===== config.mk =====
export PLATFORM = sky130hd
export DESIGN_NAME = mem_port_arbiter
export DESIGN_NICKNAME = d
export VERILOG_FILES = /design/src/rtl/mem_port_arbiter.sv
export SDC_FILE = /design/constraint.sdc
export NUM_CORES = 1
export LEC_CHECK = 0
export CORE_MARGIN = 10
export CORE_UTILIZATION = 41
export CTS_BUF_LIST = sky130_fd_sc_hd__clkbuf_8
export CTS_CLUSTER_SIZE = 28
export DETAILED_ROUTE_END_ITERATION = 10
export DONT_BUFFER_PORTS = 1
export PLACE_DENSITY = 0.6
export SETUP_SLACK_MARGIN = 0.2
export SLEW_MARGIN = 0
export SYNTH_ARGS = -nofsm -noshare
export SYNTH_HDL_FRONTEND = slang
export SYNTH_SLANG_ARGS = --single-unit

===== constraint.sdc =====
create_clock -name clk -period 3.35 [get_ports clk]
set_input_delay 0.1675 -clock clk [delete_from_list [all_inputs] [get_ports clk]]
set_output_delay 0.1675 -clock clk [all_outputs]
set_load 0.05 [all_outputs]

===== src/rtl/mem_port_arbiter.sv =====
// mem_port_arbiter
//   Shares one single-ported, byte-addressed data memory between instruction
//   fetch (IF) and load/store (LS). Each transaction is accepted in IDLE,
//   holds the memory controls for MEM_LAT cycles in ACCESS, and returns a
//   registered response for one cycle in RESP. LS has priority. After
//   STARVE_MAX consecutive IF losses, IF wins the next arbitration.
//   Misaligned or illegal LS requests skip ACCESS and answer with ls_err.
// Ports
//   clk, rst_n                      clock, synchronous active-low reset
//   if_req/if_addr -> if_gnt        IF read request and combinational accept
//   if_valid/if_rdata               IF response (one-cycle pulse)
//   ls_req/we/size/signed/addr/wdata -> ls_gnt   LS request and accept
//   ls_valid/ls_err/ls_rdata        LS response (one-cycle pulse)
//   mem_read/write/size/signed/addr/wdata, mem_rdata   memory side
//   busy                            high whenever not IDLE
module mem_port_arbiter #(
    parameter int ADDR_W     = 8,
    parameter int DATA_W     = 32,
    parameter int MEM_LAT    = 1,
    parameter int STARVE_MAX = 4
) (
    input  logic              clk,
    input  logic              rst_n,
    input  logic              if_req,
    input  logic [ADDR_W-1:0] if_addr,
    output logic              if_gnt,
    output logic              if_valid,
    output logic [DATA_W-1:0] if_rdata,
    input  logic              ls_req,
    input  logic              ls_we,
    input  logic [1:0]        ls_size,
    input  logic              ls_signed,
    input  logic [ADDR_W-1:0] ls_addr,
    input  logic [DATA_W-1:0] ls_wdata,
    output logic              ls_gnt,
    output logic              ls_valid,
    output logic              ls_err,
    output logic [DATA_W-1:0] ls_rdata,
    output logic              mem_read,
    output logic              mem_write,
    output logic [1:0]        mem_size,
    output logic              mem_signed,
    output logic [ADDR_W-1:0] mem_addr,
    output logic [DATA_W-1:0] mem_wdata,
    input  logic [DATA_W-1:0] mem_rdata,
    output logic              busy
);

    localparam int LAT_W = (MEM_LAT > 1) ? $clog2(MEM_LAT) : 1;
    localparam int SC_W  = $clog2(STARVE_MAX + 1);

    typedef enum logic [1:0] {S_IDLE, S_ACCESS, S_RESP} state_e;

    state_e              state_q, state_d;
    logic [SC_W-1:0]     starve_q;
    logic [LAT_W-1:0]    lat_q;
    logic                owner_ls_q;   // 1 = LS owns the transaction
    logic                we_q, signed_q, err_q;
    logic [1:0]          size_q;
    logic [ADDR_W-1:0]   addr_q;
    logic [DATA_W-1:0]   wdata_q, rdata_q;

    logic starve_full, ls_win, misalign, lat_last;

    assign starve_full = (starve_q == SC_W'(STARVE_MAX));
    // IF only beats a pending LS once it has been starved long enough.
    assign ls_win      = ls_req && !(if_req && starve_full);
    assign misalign    = (ls_size == 2'b11) ||
                         (ls_size == 2'b00 && ls_addr[1:0] != 2'b00) ||
                         (ls_size == 2'b01 && ls_addr[0]);
    assign lat_last    = (lat_q == LAT_W'(MEM_LAT - 1));

    // State register
    always_ff @(posedge clk) begin
        if (!rst_n) state_q <= S_IDLE;
        else        state_q <= state_d;
    end

    // Next-state logic
    always_comb begin
        state_d = state_q;
        case (state_q)
            S_IDLE: begin
                if (ls_gnt)      state_d = misalign ? S_RESP : S_ACCESS;
                else if (if_gnt) state_d = S_ACCESS;
            end
            S_ACCESS: if (lat_last) state_d = S_RESP;
            S_RESP:   state_d = S_IDLE;
            default:  state_d = S_IDLE;
        endcase
    end

    // Output logic
    always_comb begin
        busy       = (state_q != S_IDLE);
        // Grants are held off while reset is asserted so nothing looks accepted.
        ls_gnt     = rst_n && (state_q == S_IDLE) && ls_win;
        if_gnt     = rst_n && (state_q == S_IDLE) && !ls_win && if_req;
        mem_read   = 1'b0;
        mem_write  = 1'b0;
        mem_size   = 2'b00;
        mem_signed = 1'b0;
        mem_addr   = '0;
        mem_wdata  = '0;
        if_valid   = 1'b0;
        if_rdata   = '0;
        ls_valid   = 1'b0;
        ls_err     = 1'b0;
        ls_rdata   = '0;
        if (state_q == S_ACCESS) begin
            mem_read   = !we_q;
            // A store is a single write strobe, not one per latency cycle.
            mem_write  = we_q && (lat_q == '0);
            mem_size   = size_q;
            mem_signed = signed_q;
            mem_addr   = addr_q;
            mem_wdata  = wdata_q;
        end
        if (state_q == S_RESP) begin
            if (owner_ls_q) begin
                ls_valid = 1'b1;
                ls_err   = err_q;
                ls_rdata = rdata_q;
            end else begin
                if_valid = 1'b1;
                if_rdata = rdata_q;
            end
        end
    end

    // Request latch, latency counter, starvation counter, response register
    always_ff @(posedge clk) begin
        if (!rst_n) begin
            starve_q   <= '0;
            lat_q      <= '0;
            owner_ls_q <= 1'b0;
            we_q       <= 1'b0;
            signed_q   <= 1'b0;
            err_q      <= 1'b0;
            size_q     <= 2'b00;
            addr_q     <= '0;
            wdata_q    <= '0;
            rdata_q    <= '0;
        end else begin
            if (state_q == S_IDLE) begin
                if (if_gnt || !if_req)           starve_q <= '0;
                else if (ls_gnt && !starve_full) starve_q <= starve_q + SC_W'(1);
            end

            if (ls_gnt) begin
                owner_ls_q <= 1'b1;
                we_q       <= ls_we;
                size_q     <= ls_size;
                signed_q   <= ls_signed;
                addr_q     <= ls_addr;
                wdata_q    <= ls_wdata;
                err_q      <= misalign;
                rdata_q    <= '0;
            end else if (if_gnt) begin
                owner_ls_q <= 1'b0;
                we_q       <= 1'b0;
                size_q     <= 2'b00;
                signed_q   <= 1'b0;
                addr_q     <= if_addr;
                wdata_q    <= '0;
                err_q      <= 1'b0;
                rdata_q    <= '0;
            end

            if (state_q == S_ACCESS && !lat_last) lat_q <= lat_q + LAT_W'(1);
            else                                  lat_q <= '0;

            // Stores keep the zero response loaded at grant.
            if (state_q == S_ACCESS && lat_last && !we_q) rdata_q <= mem_rdata;
        end
    end

endmodule


==> results.ini, run 1 <==
[route]
detail-route-antenna-nets = 0
via_per_inst = 5.24
firstDrtPassIters = 4
drt_iter0_drc = 222
totalWireLength_um = 12700
met1_length_um = 5080
highest_layer = met4
vias = 3603
met3WireLength_um = 1390
remaining_drc_errors = 0
routedWlPerCell_um = 18.6
dr_wl_met2_um = 5980

[die]
die_h_um = 122
fp.coreArea_mm2 = 0.0102
ios = 203
die_w_um = 122
start_util_pct = 41.6
dieArea_mm2 = 0.0148
fp-row-count = 37

[pwr]
p_leak_nw = 2.01
pwr-share-clk_pct = 35.2
power_mw = 2.52
pwr_density_cell_mw_per_mm2 = 463
power_frac_comb_pct = 20.9
ir_worst_vdd_mv = 0.227
intPower_mw = 1.79
power_frac_seq_pct = 43.9
switchingPower_uw = 735
p_sw_share_pct = 29.1

[worst_setup_path]
crit_chain = nand2b_1 -> or3_1 -> nand3_1 -> a21boi_1 -> dlygate4sd3_1
slowest_stage = or3_1
crit_end = rdata_q[22]
cpPeakStageDelay_ns = 0.86
rr_worst_depth = 5
cp-startpoint = state_q[1]
path_delay_family = simple AND/OR/NAND/NOR gates
start_kind = flip-flop
crit_fanout = 32
r2r-end = rdata_q[22]
crit_arrival_ns = 2.84
crit_buf_inv = 1
worstReg2RegStart = state_q[1]
cp.required_ns = 3.65
ff2ff_setup_slack_ns = 0.81
end_kind = flip-flop
worst-setup-path-type = flip-flop to flip-flop
crit_cells = 5

[clocking]
ctsHtreeMaxLevel = 3
ctsHoldBuffers = 85
root_buffer = clkbuf_8
post_cts_resized = 0
clk_latency_ns = 0.35
cts_sinks = 84
post_cts_buffers = 0
tritoncts = yes
clockBufferDepth = 2
cts_inserted_buffers = 9
clkTransAtPathRegs_ns = 0.09

[synth]
seq_area_frac_synth_pct = 39.6
syn_nets = 566
synth-warning-count = 0
netlist_instances = 476
syn-cell-area_mm2 = 0.00424
synth_cell_types = 35
ys_seq_elements = 84
synth_area_per_cell_um2 = 8.91

[timing]
rsz0062_at_grt = false
setup_tns_ns = 0
fin_hold_ws_ns = 0.0457
finalSetupViolCount = 0
skew_ns = 0.00668
setup_slack_ns = 0.808
finalHoldViolCount = 0
maxSlewViolCount = 0
max_clock_freq_mhz = 393
fin_crit_ns = 2.54
slew-limit-headroom_pct = 28.5
period_share_pct = 75.9
tightest_slew_ns = 1.07

[grt]
grt-ovfl-total = 0
grt_use_total_pct = 16.6
grt_pass1_vias = 3703
antenna_found_initial = 1
grt_start_max_net_pins = 80
grt_pass1_wl_um = 19900

[final_layout]
n_fill_cell = 890
final_util_pct = 53.5
final_nets = 633
layoutNonFillerInstCount = 687
postLayoutCellArea_mm2 = 0.00545
area_growth_pct = 28.5
drive_above_1_share_pct = 14.8

[placement]
placed_area_mm2 = 0.00430
io_buffers = 0
dp.cells = 581
gp_congestion = 0.752
dpl_worst_slack_ns = 1.30
hpwlAfterDp_um = 8370

[hold_path]
hold_depth = 2
hp-class = input port to flip-flop

[run_status]
outcome = finished, final reports clean

[run]
max-cap-violations = 0

-- power by group through the flow --
stage	Clock (mW)	Sequential (mW)	Combinational (mW)
global placement	0	1.13	0.419
global route	0.957	1.12	0.572
floorplan	0	1.11	0.380
finish	0.890	1.11	0.526
CTS	0.917	1.11	0.527
detailed placement	0	1.13	0.425
-- worst min-delay path by stage --
stage	from	to	slack, ns
final	ls_wdata[6]	wdata_q[6]	0.05
after floorplan	mem_rdata[10]	rdata_q[10]	0.31
after global placement	rst_n	wdata_q[27]	0.31
after CTS	ls_addr[6]	addr_q[6]	0.001
after global routing	ls_wdata[6]	wdata_q[6]	0.05
after detailed placement	mem_rdata[5]	rdata_q[5]	0.31
-- layer usage --
layer  vias to the layer above  GRT usage (%)
met1                      1697           18.4
met3                        25           7.45
met4                         0           8.12
li1                       1735              -
met2                       146           26.6
met5                         -              0
-- synth_stat cells, drive strengths merged --
cell | number | area [um^2]
buf | 15 | 104
nor2 | 15 | 56.3
ha | 2 | 25.0
nand2b | 2 | 12.5
nand3 | 38 | 208
a32o | 1 | 10.0
nand2 | 40 | 150
a221oi | 8 | 120
dfxtp | 84 | 1680
a21oi | 2 | 10.0
and2 | 109 | 682
clkbuf | 24 | 90.1
nor4 | 1 | 6.26
and3b | 1 | 8.76
a21boi | 36 | 270
nor2b | 38 | 288
inv | 6 | 22.5
or4bb | 1 | 11.3
nor3 | 1 | 10.0
o21ai | 10 | 53.8
nor3b | 3 | 33.8
conb | 1 | 3.75
a22oi | 37 | 378
or3 | 1 | 6.26
-- cell type report --
cell class	instances	area [um^2]	share of cell area, %
Clock buffer	11	151	2.78
Tap cell	136	170	3.12
Timing Repair Buffer	95	948	17.4
Clock inverter	5	98.8	1.81
Inverter	6	22.5	0.413
Sequential cell	84	1680	30.9
Multi-Input combinational cell	347	2370	43.5
Antenna cell	3	7.51	0.138
-- cells by family (layout without fill, tap and decap cells) --
kind of cell	count (synthesis)	in the layout	share of synthesized area, %
fa+ha+maj	2	2	0.590
buf+inv	45	117	5.10
other cells	1	4	0.0884
flops	84	84	39.6
compound gates	94	94	19.9
simple gates	250	250	34.7
-- layout by cell type (no fill, tap or decap), types with 2 or more instances in the layout --
master	instances
and2_1	109
dlygate4sd3_1	86
dfxtp_1	84
nand2_1	40
nand3_1	36
a21boi_1	31
nor2b_2	21
a22oi_2	20
a22oi_1	17
nor2b_1	17
nor2_1	15
clkbuf_8	11
o21ai_0	9
a221oi_2	8
buf_4	8
inv_1	6
a21boi_0	5
diode_2	3
bufinv_16	3
nor3b_2	2
nand2b_1	2
a21oi_1	2
ha_1	2
-- sequential cells by signal, summed over array words and instances (netlist names) --
| register | cells |
|---|---|
| rdata_q | 32 |
| wdata_q | 32 |
| addr_q | 8 |
| starve_q | 3 |
| size_q | 2 |
| state_q | 2 |
| err_q | 1 |
| lat_q | 1 |
| owner_ls_q | 1 |
| signed_q | 1 |
| we_q | 1 |
No activity file was read; power rests on OpenSTA's default activity.
==> inputs of run 2 (changes only) <==
--- a/config.mk
+++ b/config.mk
@@ -11,7 +11,7 @@
 export CTS_CLUSTER_SIZE = 28
 export DETAILED_ROUTE_END_ITERATION = 10
 export DONT_BUFFER_PORTS = 1
-export PLACE_DENSITY = 0.6
+export PLACE_DENSITY = 0.62
 export SETUP_SLACK_MARGIN = 0.2
 export SLEW_MARGIN = 0
 export SYNTH_ARGS = -nofsm -noshare
==> constraint.sdc (replaced) <==
create_clock -name clk -period 2.2 [get_ports clk]
set_input_delay 0.11 -clock clk [delete_from_list [all_inputs] [get_ports clk]]
set_output_delay 0.11 -clock clk [all_outputs]
set_load 0.05 [all_outputs]
==> results.ini, run 2 (synthesis results as in run 1) <==
[final_layout]
layout_top_registers = rdata_q (32), wdata_q (32), addr_q (8)
postLayoutCellArea_mm2 = 0.00630  ; +16%
layout_commonest_cell = dlygate4sd3_1
final_nets = 672  ; +6.2%
antenna_cells = 0  ; -3
drive_above_1_share_pct = 33.4  ; +19 points
n_fill_cell = 802  ; -9.9%
area_growth_pct = 48.4
mostFrequentLayoutCells = dlygate4sd3_1, dfxtp_1, and2_2, nand2_1, nand3_1

[timing]
finalSetupViolCount = 0  ; unchanged
fin_crit_ns = 1.89
finalHoldViolCount = 0  ; unchanged
maxSlewViolCount = 0  ; unchanged
slew-limit-headroom_pct = 60.0  ; +31 points
rsz0062_at_grt = true
period_share_pct = 86.1
setup_tns_ns = 0  ; unchanged
max_clock_freq_mhz = 528
tightest_slew_ns = 0.601  ; -0.472 ns
skew_ns = 0.00722  ; +0.000537 ns
fin_hold_ws_ns = 0.0392  ; -0.00653 ns

[placement]
hpwlAfterDp_um = 8940  ; +6.7%
io_buffers = 0  ; unchanged
gp_congestion = 0.749  ; -0.41%
placed_area_mm2 = 0.00501  ; +17%

[grt]
grt_use_total_pct = 17.7  ; +1.1 points
grt-ovfl-total = 0  ; unchanged
grt_start_max_net_pins = 83  ; +3.8%
grt_pass1_wl_um = 21400  ; +7.7%
grt_pass1_vias = 3915  ; +5.7%
antenna_found_initial = 0  ; -1

[worst_setup_path]
crit_fanout = 33  ; +3.1%
crit_arrival_ns = 1.78  ; -1.06 ns
worst-setup-path-type = flip-flop to primary output
worstReg2RegStart = starve_q[0]
r2r-end = wdata_q[24]
start_kind = flip-flop
rr_worst_depth = 8  ; +3
ff2ff_setup_slack_ns = 0.46  ; -0.35 ns
cp.required_ns = 2.09  ; -1.56 ns
end_kind = primary output

[route]
totalWireLength_um = 13600  ; +6.8%
detail-route-antenna-nets = 0  ; unchanged
drt_iter0_drc = 250  ; +13%
routedWlPerCell_um = 18.8  ; +1.5%
vias = 3783  ; +5.0%
remaining_drc_errors = 0  ; unchanged
firstDrtPassIters = 4  ; unchanged
via_per_inst = 5.23  ; -0.23%

[die]
fp-row-count = 37  ; unchanged
fp.coreArea_mm2 = 0.0102  ; unchanged
die_h_um = 122  ; unchanged
dieArea_mm2 = 0.0148  ; unchanged
ios = 203  ; unchanged
start_util_pct = 41.6  ; unchanged
die_w_um = 122  ; unchanged

[hold_path]
holdPathEnd = state_q[0]
hp-class = input port to flip-flop
hold_depth = 3  ; +1
min_from = ls_req

[pwr]
switchingPower_mw = 1.14  ; +55%
power_mw = 3.90  ; +54%
pwr_density_cell_mw_per_mm2 = 619  ; +34%
ir_worst_vdd_mv = 0.342  ; +50%
power_frac_seq_pct = 43.2  ; -0.7 points
intPower_mw = 2.76  ; +54%
p_leak_nw = 2.36  ; +17%
pwr-share-clk_pct = 34.8  ; -0.4 points
p_sw_share_pct = 29.2  ; +0.057 points
power_frac_comb_pct = 22.0  ; +1.1 points

[run_status]
outcome = finished, final reports clean

[clocking]
cts_sinks = 84  ; unchanged
ctsHtreeMaxLevel = 3  ; unchanged
post_cts_buffers = 0  ; unchanged
clockBufferDepth = 2  ; unchanged
clk_latency_ns = 0.35  ; about the same
clkTransAtPathRegs_ns = 0.08  ; about the same
root_buffer = clkbuf_8
cts_inserted_buffers = 9  ; unchanged
tritoncts = yes

[run]
max-cap-violations = 0  ; unchanged

-- run 2: cell count changes in the layout (fill, tap and decap cells not counted), sizes merged --
cell	before	now
buf	9	47
diode	3	0
clkbuf	11	12
-- run 2: routing by layer --
metal | global-route usage [%] | vias up | share of wire [%]
met5 | 0 | - | 0
met4 | 6.56 | 0 | 1.8
met3 | 5.78 | 17 | 8.6
met2 | 29.5 | 156 | 48
met1 | 20.8 | 1800 | 41
li1 | - | 1810 | -
-- run 2: through the flow --
step           worst slack, ns  instances  util [%]
6_report                 0.306        723      61.8
5_1_grt                  0.169        723      61.8
4_1_cts                  0.228        722      61.4
3_5_place_dp             0.431        619      49.2
3_3_place_gp             0.515        619      49.2
2_1_floorplan            0.314        476         -
-- run 2: power by group through the flow --
stage | logic (mW) | registers (mW) | clock network (mW)
after floorplan | 0.578 | 1.70 | 0
after detailed placement | 0.677 | 1.72 | 0
after global placement | 0.659 | 1.71 | 0
after CTS | 0.844 | 1.68 | 1.40
after global routing | 0.928 | 1.70 | 1.45
final | 0.856 | 1.69 | 1.36
-- run 2: cell type report --
class | instances | area (um^2) | area share [%]
clock inverter | 5 | 98.8 | 1.57
inverter | 6 | 25.0 | 0.397
tap | 136 | 170 | 2.70
multi-input combinational | 347 | 2480 | 39.3
clock buffer | 11 | 151 | 2.40
timing repair buffer | 134 | 1690 | 26.9
sequential | 84 | 1680 | 26.7
-- run 2: how the worst max path moves through the flow --
| stage | from | to | slack, ns | depth (start not counted) |
|---|---|---|---|---|
| finish | state_q[1] | if_rdata[24] | 0.31 | 3 |
| global route | state_q[1] | if_rdata[15] | 0.17 | 3 |
| CTS | state_q[1] | if_rdata[4] | 0.23 | 3 |
| detailed placement | state_q[0] | wdata_q[27] | 0.43 | 6 |
| global placement | state_q[1] | if_rdata[6] | 0.52 | 3 |
| floorplan | state_q[1] | ls_rdata[22] | 0.31 | 3 |
-- run 2: what timing repair did --
action | CTS | global route
setup endpoints to repair | 76 | 68
endpoints found under the hold margin | 83 | 0
gates resized for setup | 76 | 13
gates cloned | 0 | 1
hold buffers | 87 | 0
pin swaps | 0 | 0
-- run 2: critical path, stage by stage, from the launching register on --
cell     delay (ns)
dfxtp_1        0.47
nor3b_2        0.25
buf_6          0.32
and2_2         0.38
==> inputs of run 3 (changes only) <==
--- a/config.mk
+++ b/config.mk
@@ -5,13 +5,14 @@
 export SDC_FILE = /design/constraint.sdc
 export NUM_CORES = 1
 export LEC_CHECK = 0
+export ABC_AREA = 1
 export CORE_MARGIN = 10
 export CORE_UTILIZATION = 41
 export CTS_BUF_LIST = sky130_fd_sc_hd__clkbuf_8
 export CTS_CLUSTER_SIZE = 28
 export DETAILED_ROUTE_END_ITERATION = 10
 export DONT_BUFFER_PORTS = 1
-export PLACE_DENSITY = 0.62
+export PLACE_DENSITY = 0.6
 export SETUP_SLACK_MARGIN = 0.2
 export SLEW_MARGIN = 0
 export SYNTH_ARGS = -nofsm -noshare
==> constraint.sdc (replaced) <==
create_clock -name clk -period 2.28 [get_ports clk]
set_input_delay 0.114 -clock clk [delete_from_list [all_inputs] [get_ports clk]]
set_output_delay 0.114 -clock clk [all_outputs]
set_load 0.05 [all_outputs]
==> results.ini, run 3 <==
[worst_setup_path]
ff2ff_setup_slack_ns = 0.59  ; +0.13 ns
crit_arrival_ns = 1.79  ; about the same
worst-setup-path-type = flip-flop to primary output
crit_fanout = 32  ; -3.0%
end_kind = primary output
start_kind = flip-flop
cp.required_ns = 2.17  ; +0.08 ns

[synth]
ys_seq_elements = 84  ; unchanged
synth_area_per_cell_um2 = 6.42  ; -28%
synth-warning-count = 0  ; unchanged
async_flop_share_pct = 0  ; unchanged
synth-edff-count = 0  ; unchanged
synth_top_area_share_pct = 41.8  ; +2.1 points
synth_commonest_cells = nand2_1, nor2_1, inv_1
synth_area_leader_cell = dfxtp_1
seq_area_frac_synth_pct = 41.8  ; +2.1 points
synthFlopType = dfxtp_1
syn_nets = 717  ; +27%
netlist_instances = 627  ; +32%
syn-cell-area_mm2 = 0.00403  ; -5.0%
synth_cell_types = 22  ; -37%
yosys-top-cells-area = dfxtp_1, nand2_1, nor2_1, a21oi_1, inv_1
synth.most_common_cell = nand2_1

[timing]
setup_tns_ns = 0  ; unchanged
setup_slack_ns = 0.376  ; +0.0700 ns
max_clock_freq_mhz = 525
fin_hold_ws_ns = 0.000931  ; -0.0382 ns
period_share_pct = 83.5
tightest_slew_ns = 0.535  ; -0.0658 ns
slew-limit-headroom_pct = 64.3  ; +4.3 points
maxSlewViolCount = 0  ; unchanged
fin_crit_ns = 1.90
finalSetupViolCount = 0  ; unchanged
finalHoldViolCount = 0  ; unchanged
skew_ns = 0.0163  ; +0.00908 ns
rsz0062_at_grt = false

[final_layout]
layout_top_registers = rdata_q (32), wdata_q (32), addr_q (8)
final_util_pct = 62.2  ; +0.43 points
postLayoutCellArea_mm2 = 0.00603  ; -4.3%
area_growth_pct = 49.7
drive_above_1_share_pct = 22.6  ; -11 points
final-seq-area_mm2 = 0.00168  ; unchanged
final_nets = 886  ; +32%
layoutNonFillerInstCount = 937  ; +30%
layout_commonest_cell = nand2_1
n_fill_cell = 868  ; +8.2%
multiInputGateArea_mm2 = 0.00188  ; -24%
mostFrequentLayoutCells = nand2_1, buf_4, nor2_1, inv_1, dfxtp_1

[route]
vias = 4520  ; +19%
via_per_inst = 4.82  ; -7.8%
firstDrtPassIters = 5  ; +1
remaining_drc_errors = 0  ; unchanged
routedWlPerCell_um = 15.0  ; -21%
totalWireLength_um = 14000  ; +3.0%
drt_iter0_drc = 259  ; +3.6%
detail-route-antenna-nets = 0  ; unchanged

[grt]
grt_start_max_net_pins = 47  ; -43%
grt-ovfl-total = 0  ; unchanged
grt_pass1_wl_um = 22100  ; +3.1%
antenna_found_initial = 3  ; +3
grt_use_total_pct = 18.6  ; +0.89 points
grt_pass1_vias = 4511  ; +15%

[clocking]
cts_inserted_buffers = 9  ; unchanged
post_cts_resized = 0  ; -100%
clkTransAtPathRegs_ns = 0.10  ; +0.02 ns
tritoncts = yes
cts_sinks = 84  ; unchanged
ctsHtreeMaxLevel = 3  ; unchanged
ctsHoldBuffers = 75  ; -14%
clockBufferDepth = 2  ; unchanged
clk_latency_ns = 0.36  ; about the same
post_cts_buffers = 0  ; unchanged
root_buffer = clkbuf_8

[die]
die_h_um = 119  ; -2.1%
fp-row-count = 36  ; -2.7%
ios = 203  ; unchanged
die_w_um = 119  ; -2.1%
fp.coreArea_mm2 = 0.00968  ; -4.9%
dieArea_mm2 = 0.0142  ; -4.2%
start_util_pct = 41.6  ; -0.057 points

[pwr]
pwr_density_cell_mw_per_mm2 = 556  ; -10%
switchingPower_uw = 949  ; -17%
power_frac_seq_pct = 47.0  ; +3.8 points
pwr-share-clk_pct = 36.2  ; +1.4 points
p_sw_share_pct = 28.3  ; -0.90 points
intPower_mw = 2.41  ; -13%
power_frac_comb_pct = 16.8  ; -5.2 points
power_mw = 3.35  ; -14%
p_leak_nw = 2.41  ; +2.3%
ir_worst_vdd_mv = 0.355  ; +3.9%

[placement]
io_buffers = 0  ; unchanged
gp_congestion = 0.778  ; +4.0%
hpwlAfterDp_um = 9540  ; +6.7%
placed_area_mm2 = 0.00504  ; +0.47%
dp.cells = 843  ; +36%
dpl_worst_slack_ns = 0.594  ; +0.163 ns

[run]
max-cap-violations = 0  ; unchanged

[hold_path]
hp-class = input port to flip-flop

[run_status]
outcome = finished, final reports clean

==> run 3: cell count changes after synthesis, sizes merged, moves of 8 or more <==
cell    before  now
and2       109    0
a221oi       8    0
a22oi       37    0
nand4        0   33
inv          6   92
nor2        15  133
a21boi      36    0
nor2b       38    0
nand3       38    6
a21oi        2   75
nand2       40  149
==> run 3: worst max-delay path, cell delays in order, from the launching register on <==
cell     delay [ns]
dfxtp_1        0.45
nor2_1         0.09
inv_1          0.09
nor2_2         0.04
inv_1          0.05
buf_4          0.42
nor2_1         0.09
buf_4          0.21
==> run 3: kinds of logic after synthesis <==
logic type	count (synthesis)	synth area share, %
compound gates	86	11.0
xor+xnor	1	0.217
fa+ha+maj	2	0.621
buf+inv	132	13.4
flops	84	41.8
other cells	1	0.0931
simple gates	321	33.0
==> run 3: path summary, 6_finish.rpt <==
| path | from | to | depth (start not counted) |
|---|---|---|---|
| max | state_q[0] | if_rdata[0] | 7 |
| min | if_addr[6] | addr_q[6] | 4 |
| min reg2reg | lat_q | state_q[0] | 2 |
| max reg2reg | starve_q[0] | wdata_q[31] | 9 |
==> run 3: final cells by class <==
type                    instances  area share [%]
multi-input cells             411            31.3
repair buffers                198            28.4
flip-flops and latches         84            27.9
inverters                      92            5.73
well taps                     133            2.76
clock buffers                  10            2.28
clock inverters                 6            1.56
diodes                          3           0.125
==> run 3: power by group through the flow <==
stage	Clock, mW	Sequential, mW	Combinational [mW]
floorplan	0	1.60	0.359
global placement	0	1.61	0.440
detailed placement	0	1.61	0.452
CTS	1.24	1.58	0.565
global route	1.30	1.59	0.620
finish	1.22	1.58	0.563
==> run 3: layer usage <==
metal,GRT usage [%],routed length (um),vias up
li1,-,-,2252
met5,0,0,-
met4,8.93,442,0
met2,34.3,7290,161
met3,4.72,963,34
met1,19.2,5320,2073
